**config.mk**
```make
export PLATFORM = sky130hd
export DESIGN_NAME = instruction_fetch
export DESIGN_NICKNAME = d
export VERILOG_FILES = /design/src/rtl/instruction_fetch.sv
export SDC_FILE = /design/constraint.sdc
export NUM_CORES = 1
export LEC_CHECK = 0
export CAP_MARGIN = 0
export CORE_MARGIN = 1
export CORE_UTILIZATION = 45
export CTS_CLUSTER_DIAMETER = 80
export DETAILED_ROUTE_END_ITERATION = 10
export PLACE_DENSITY = 0.7
export SYNTH_ARGS = -nofsm -noshare
export SYNTH_HDL_FRONTEND = slang
export SYNTH_SLANG_ARGS = --single-unit
```
**constraint.sdc**
```tcl
create_clock -name CLK -period 4.4 [get_ports CLK]
set_input_delay 1.1 -clock CLK [delete_from_list [all_inputs] [get_ports CLK]]
set_output_delay 1.1 -clock CLK [all_outputs]
set_load 0.05 [all_outputs]
```
**src/rtl/instruction_fetch.sv**
```systemverilog
// Instruction-fetch stage: owns the PC, fetches words over a req/ack handshake and
// loads IR/PC_1 for the decoder, with a one-entry skid buffer and branch redirect/drain.
`timescale 1ns/1ps
module instruction_fetch #(
   parameter int unsigned         PC_WIDTH  = 32,
   parameter logic [PC_WIDTH-1:0] RESET_PC  = '0,
   parameter logic [31:0]         NOP_INSTR = 32'h0000_0000
) (
   input  logic                CLK,
   input  logic                RESET,
   input  logic                STALL,
   input  logic                REDIRECT,
   input  logic [PC_WIDTH-1:0] REDIRECT_PC,
   output logic                IMEM_REQ,
   output logic [PC_WIDTH-1:0] IMEM_ADDR,
   input  logic                IMEM_ACK,
   input  logic [31:0]         IMEM_RDATA,
   output logic [31:0]         IR,
   output logic [PC_WIDTH-1:0] PC_1,
   output logic                IR_VALID
);

   typedef enum logic [1:0] {S_REQ, S_HOLD, S_DRAIN} state_e;

   state_e              state_q, state_d;
   logic [PC_WIDTH-1:0] pc_q, pc_d;
   logic [PC_WIDTH-1:0] pc1_q, pc1_d;
   logic [PC_WIDTH-1:0] hpc1_q, hpc1_d;
   logic [PC_WIDTH-1:0] daddr_q, daddr_d;
   logic [31:0]         ir_q, ir_d;
   logic [31:0]         hbuf_q, hbuf_d;
   logic                ir_valid_q, ir_valid_d;
   logic                ack;
   logic [PC_WIDTH-1:0] pc_inc;

   // DRAIN keeps presenting the address of the abandoned read until memory answers it.
   assign IMEM_REQ  = (state_q != S_HOLD);
   assign IMEM_ADDR = (state_q == S_DRAIN) ? daddr_q : pc_q;
   assign ack       = IMEM_REQ & IMEM_ACK;
   assign pc_inc    = pc_q + PC_WIDTH'(1);

   assign IR       = ir_q;
   assign PC_1     = pc1_q;
   assign IR_VALID = ir_valid_q;

   always_comb begin
      // NOTE: every _d defaults to its _q first, so no path leaves a signal unassigned (no latches).
      state_d    = state_q;
      pc_d       = pc_q;
      pc1_d      = pc1_q;
      hpc1_d     = hpc1_q;
      daddr_d    = daddr_q;
      ir_d       = ir_q;
      hbuf_d     = hbuf_q;
      ir_valid_d = ir_valid_q;

      if (REDIRECT) begin
         ir_d       = NOP_INSTR;
         ir_valid_d = 1'b0;
         pc_d       = REDIRECT_PC;
         if (state_q == S_REQ && !ack) begin
            state_d = S_DRAIN;
            daddr_d = pc_q;
         end else if (state_q == S_DRAIN && !ack) begin
            state_d = S_DRAIN;
         end else begin
            state_d = S_REQ;
         end
      end else begin
         unique case (state_q)
            S_REQ: begin
               if (ack) begin
                  pc_d = pc_inc;
                  if (STALL) begin
                     hbuf_d  = IMEM_RDATA;
                     hpc1_d  = pc_inc;
                     state_d = S_HOLD;
                  end else begin
                     ir_d       = IMEM_RDATA;
                     pc1_d      = pc_inc;
                     ir_valid_d = 1'b1;
                  end
               end else if (!STALL) begin
                  ir_d       = NOP_INSTR;
                  ir_valid_d = 1'b0;
               end
            end
            S_HOLD: begin
               if (!STALL) begin
                  ir_d       = hbuf_q;
                  pc1_d      = hpc1_q;
                  ir_valid_d = 1'b1;
                  state_d    = S_REQ;
               end
            end
            S_DRAIN: begin
               if (ack) state_d = S_REQ;
            end
            default: state_d = S_REQ;
         endcase
      end
   end

   // NOTE: state uses non-blocking assignments only; reset is synchronous and sampled on the edge.
   always_ff @(posedge CLK) begin
      if (RESET) begin
         state_q    <= S_REQ;
         pc_q       <= RESET_PC;
         pc1_q      <= '0;
         hpc1_q     <= '0;
         daddr_q    <= '0;
         ir_q       <= NOP_INSTR;
         hbuf_q     <= '0;
         ir_valid_q <= 1'b0;
      end else begin
         state_q    <= state_d;
         pc_q       <= pc_d;
         pc1_q      <= pc1_d;
         hpc1_q     <= hpc1_d;
         daddr_q    <= daddr_d;
         ir_q       <= ir_d;
         hbuf_q     <= hbuf_d;
         ir_valid_q <= ir_valid_d;
      end
   end

endmodule

```
==> metrics.yaml <==
path_buf_inv: 2
placed_area_um2: 10500
critPathLaunchType: "flop"
setup_viol_count_final: 0
gp_congestion: 0.838
syn-cell-area_um2: 8860
max_slew_margin: 0.415
coreArea_um2: 19000
cts_resized: 0
min_from: "daddr_q[31]"
reg2reg_from: "state_q[0]"
holdBufCountCts: 0
combPwrFrac: 0.150
cts_tree: "done"
crit_type: "reg2out"
port_buffers: 166
yosysMostFrequentCell: "dfxtp_1"
critPathTopFamily: "buffers and inverters"
worst_hold_path.endpoint: "daddr_q[31]"
grt_pass1_vias: 7442
fillerInstances: 1754
r2r_slack_ns: 1.49
ys_top_cells_by_count: "dfxtp_1 (195), nand2_1 (180), nor2_1 (109)"
via_per_inst: 5.60
crit_path_end_kind: "primary output"
leakagePower_nw: 3.79
synth_cell_types: 58
synth_area_leader_cell: "dfxtp_1"
grt_pass1_wl_mm: 39.0
dieArea_um2: 20300
path_max_fanout: 33
drtPass1Iterations: 5
clkLatencyLatePin_ns: 0.44
synth_area_leaders: "dfxtp_1 (44%), nand2_1 (7.6%), a21oi_1 (5.8%)"
synthCells: 1089
crit_required_ns: 3.30
cts_htree_levels: 4
syn_nets: 1159
fin_setup_tns_ns: 0
intPower_mw: 2.84
dp_slack_ns: 0.855
worstPathArrival_ns: 2.69
synth-main-ff-cell: "dfxtp_1"
grtUsageTotal: 0.242
slowest_stage: "clkdlybuf4s50_1"
post_drt_wl_per_cell_um: 16.8
ys_warn_count: 0
gr-total-overflow: 0
die_x_um: 142
ff2ff_path_depth: 9
stdcell_area_um2: 11100
maxCapViolations: 0
seqPwrFrac: 0.468
status: "finished clean"
clock.fmax_mhz: 264
final.period_utilization: 0.862
synth-edff-count: 0
sw_frac_of_total: 0.305
drive_gt1_frac: 0.0849
dieHeight_um: 142
root_buffer: "clkbuf_16"
clock-sinks: 195
power.switching_mw: 1.25
cts_setup_buffers: 0
hpwlAfterDp_mm: 16.3
rsz0062_at_grt: "no"
post_synth.cell_area_avg_um2: 8.14
seqCellArea_um2: 3900
clkSlewWorstSetupHoldPaths_ns: 0.07
powerDensity_nw_per_um2: 369
multiInputGateArea_um2: 4440
io_pins: 167
fin_crit_ns: 3.79
drt_iter0_markers: 691
rows: 50
whs_path_depth: 2
vdd_drop_max_mv: 0.286
synth-seq-cells: 195
route.detailed.drc: 0
worstReg2RegEnd: "IR[5]"
slew_viol_final: 0
antenna_left: 0
grt_max_degree: 79
antenna_cells: 0
pwr-share-clk: 0.382
syn_to_final_growth_pct: 25.2
cts_buffers: 17
wirelength_mm: 24.3
synthArstFlopShare: 0
yosysSeqAreaShare: 0.441
vias: 8113
worst_pin_slew_ns: 0.878
nNetsFinal: 1247
hold_viol: 0
start_util: 0.466
fin_ws_ns: 0.607
antenna_found_initial: 0
final.setup_skew_ns: 0.00998
max-clock-path-buffers: 2
path_cells: "nor2b_2 > buf_4 > mux2_2 > clkdlybuf4s50_1"
synth_top_area_frac: 0.441
hp-class: "reg2reg"
max_stage_delay_ns: 0.70
[power groups by stage]
stage	sequential, mW	clock (mW)	combinational [mW]
finish	1.91	1.56	0.615
global placement	1.95	0	0.608
floorplan	1.97	0	0.372
detailed placement	1.95	0	0.614
global route	1.92	1.66	0.662
CTS	1.91	1.59	0.617
[cell usage in the layout, fill, tap and decap left out, types with 13 or more instances in the layout]
| cell type | n |
|---|---|
| a211oi_1 | 34 |
| a21oi_1 | 103 |
| a221oi_1 | 33 |
| and4_1 | 13 |
| buf_4 | 22 |
| clkbuf_16 | 17 |
| clkdlybuf4s50_1 | 164 |
| dfxtp_1 | 195 |
| mux2_2 | 31 |
| nand2_1 | 180 |
| nand3_1 | 18 |
| nand4_1 | 17 |
| nor2_1 | 108 |
| nor3_1 | 51 |
| o21ai_0 | 33 |
| xnor2_1 | 30 |
| xor2_1 | 19 |
[worst register-to-register path, delay by kind of cell, from the launching register on]
kind / cells / cell delay [ns]
buffers and inverters: 5 / 1.44
AOI/OAI and AO/OA: 1 / 0.35
DFF: 1 / 0.35
and+or+nand+nor: 3 / 0.66
[cells by family (layout without fill, tap and decap cells)]
| kind of cell | Yosys count | after routing | synth area share |
|---|---|---|---|
| AND/OR/NAND/NOR | 440 | 440 | 0.232 |
| AO/OA/AOI/OAI | 249 | 249 | 0.176 |
| flip-flops | 195 | 195 | 0.441 |
| buffers and inverters | 123 | 224 | 0.0606 |
| XOR/XNOR | 49 | 49 | 0.0484 |
| multiplexers | 32 | 32 | 0.0405 |
| adder cells (fa/ha/maj) | 1 | 1 | 0.00141 |
[metal layers]
layer / share of wire / wire length [um] / GRT usage / vias up
met1: 0.47 / 11400 / 0.349 / 3796
met4: 0.020 / 482 / 0.0809 / 0
li1: - / - / - / 3996
met2: 0.44 / 10700 / 0.362 / 287
met3: 0.070 / 1700 / 0.0461 / 34
met5: 0 / 0 / 0 / -
[worst max path at each step]
stage	from	endpoint	slack, ns	cells past startpoint
2_1_floorplan	state_q[1]	IMEM_ADDR[19]	1.25	5
3_3_place_gp	IMEM_ACK	hpc1_q[15]	0.96	6
3_5_place_dp	IMEM_ACK	hpc1_q[9]	0.85	6
4_1_cts	state_q[1]	IMEM_ADDR[16]	0.60	4
5_1_grt	state_q[1]	IMEM_ADDR[19]	0.47	5
6_report	state_q[1]	IMEM_ADDR[22]	0.61	4
[flip-flops by register name (all words and copies together), names as in the netlist]
register / count
IR_VALID: 1
PC_1: 32
state_q: 2
daddr_q: 32
hpc1_q: 32
IR: 32
hbuf_q: 32
pc_q: 32
[final cells by class]
| class | instances | share of cell area |
|---|---|---|
| Clock buffer | 17 | 0.0383 |
| Multi-Input combinational cell | 771 | 0.400 |
| Timing Repair Buffer | 186 | 0.163 |
| Clock inverter | 15 | 0.0158 |
| Sequential cell | 195 | 0.352 |
| Inverter | 6 | 0.00203 |
| Tap cell | 260 | 0.0293 |
[metrics by stage]
step,hold WS [ns],power [mW],cells,util
floorplan,0.433,2.35,1089,-
global placement,0.438,2.56,1418,0.552
detailed placement,0.443,2.57,1418,0.552
CTS,0.454,4.12,1450,0.583
global route,0.473,4.24,1450,0.583
finish,0.453,4.09,1450,0.583
Power figures use the tool's default switching activity.
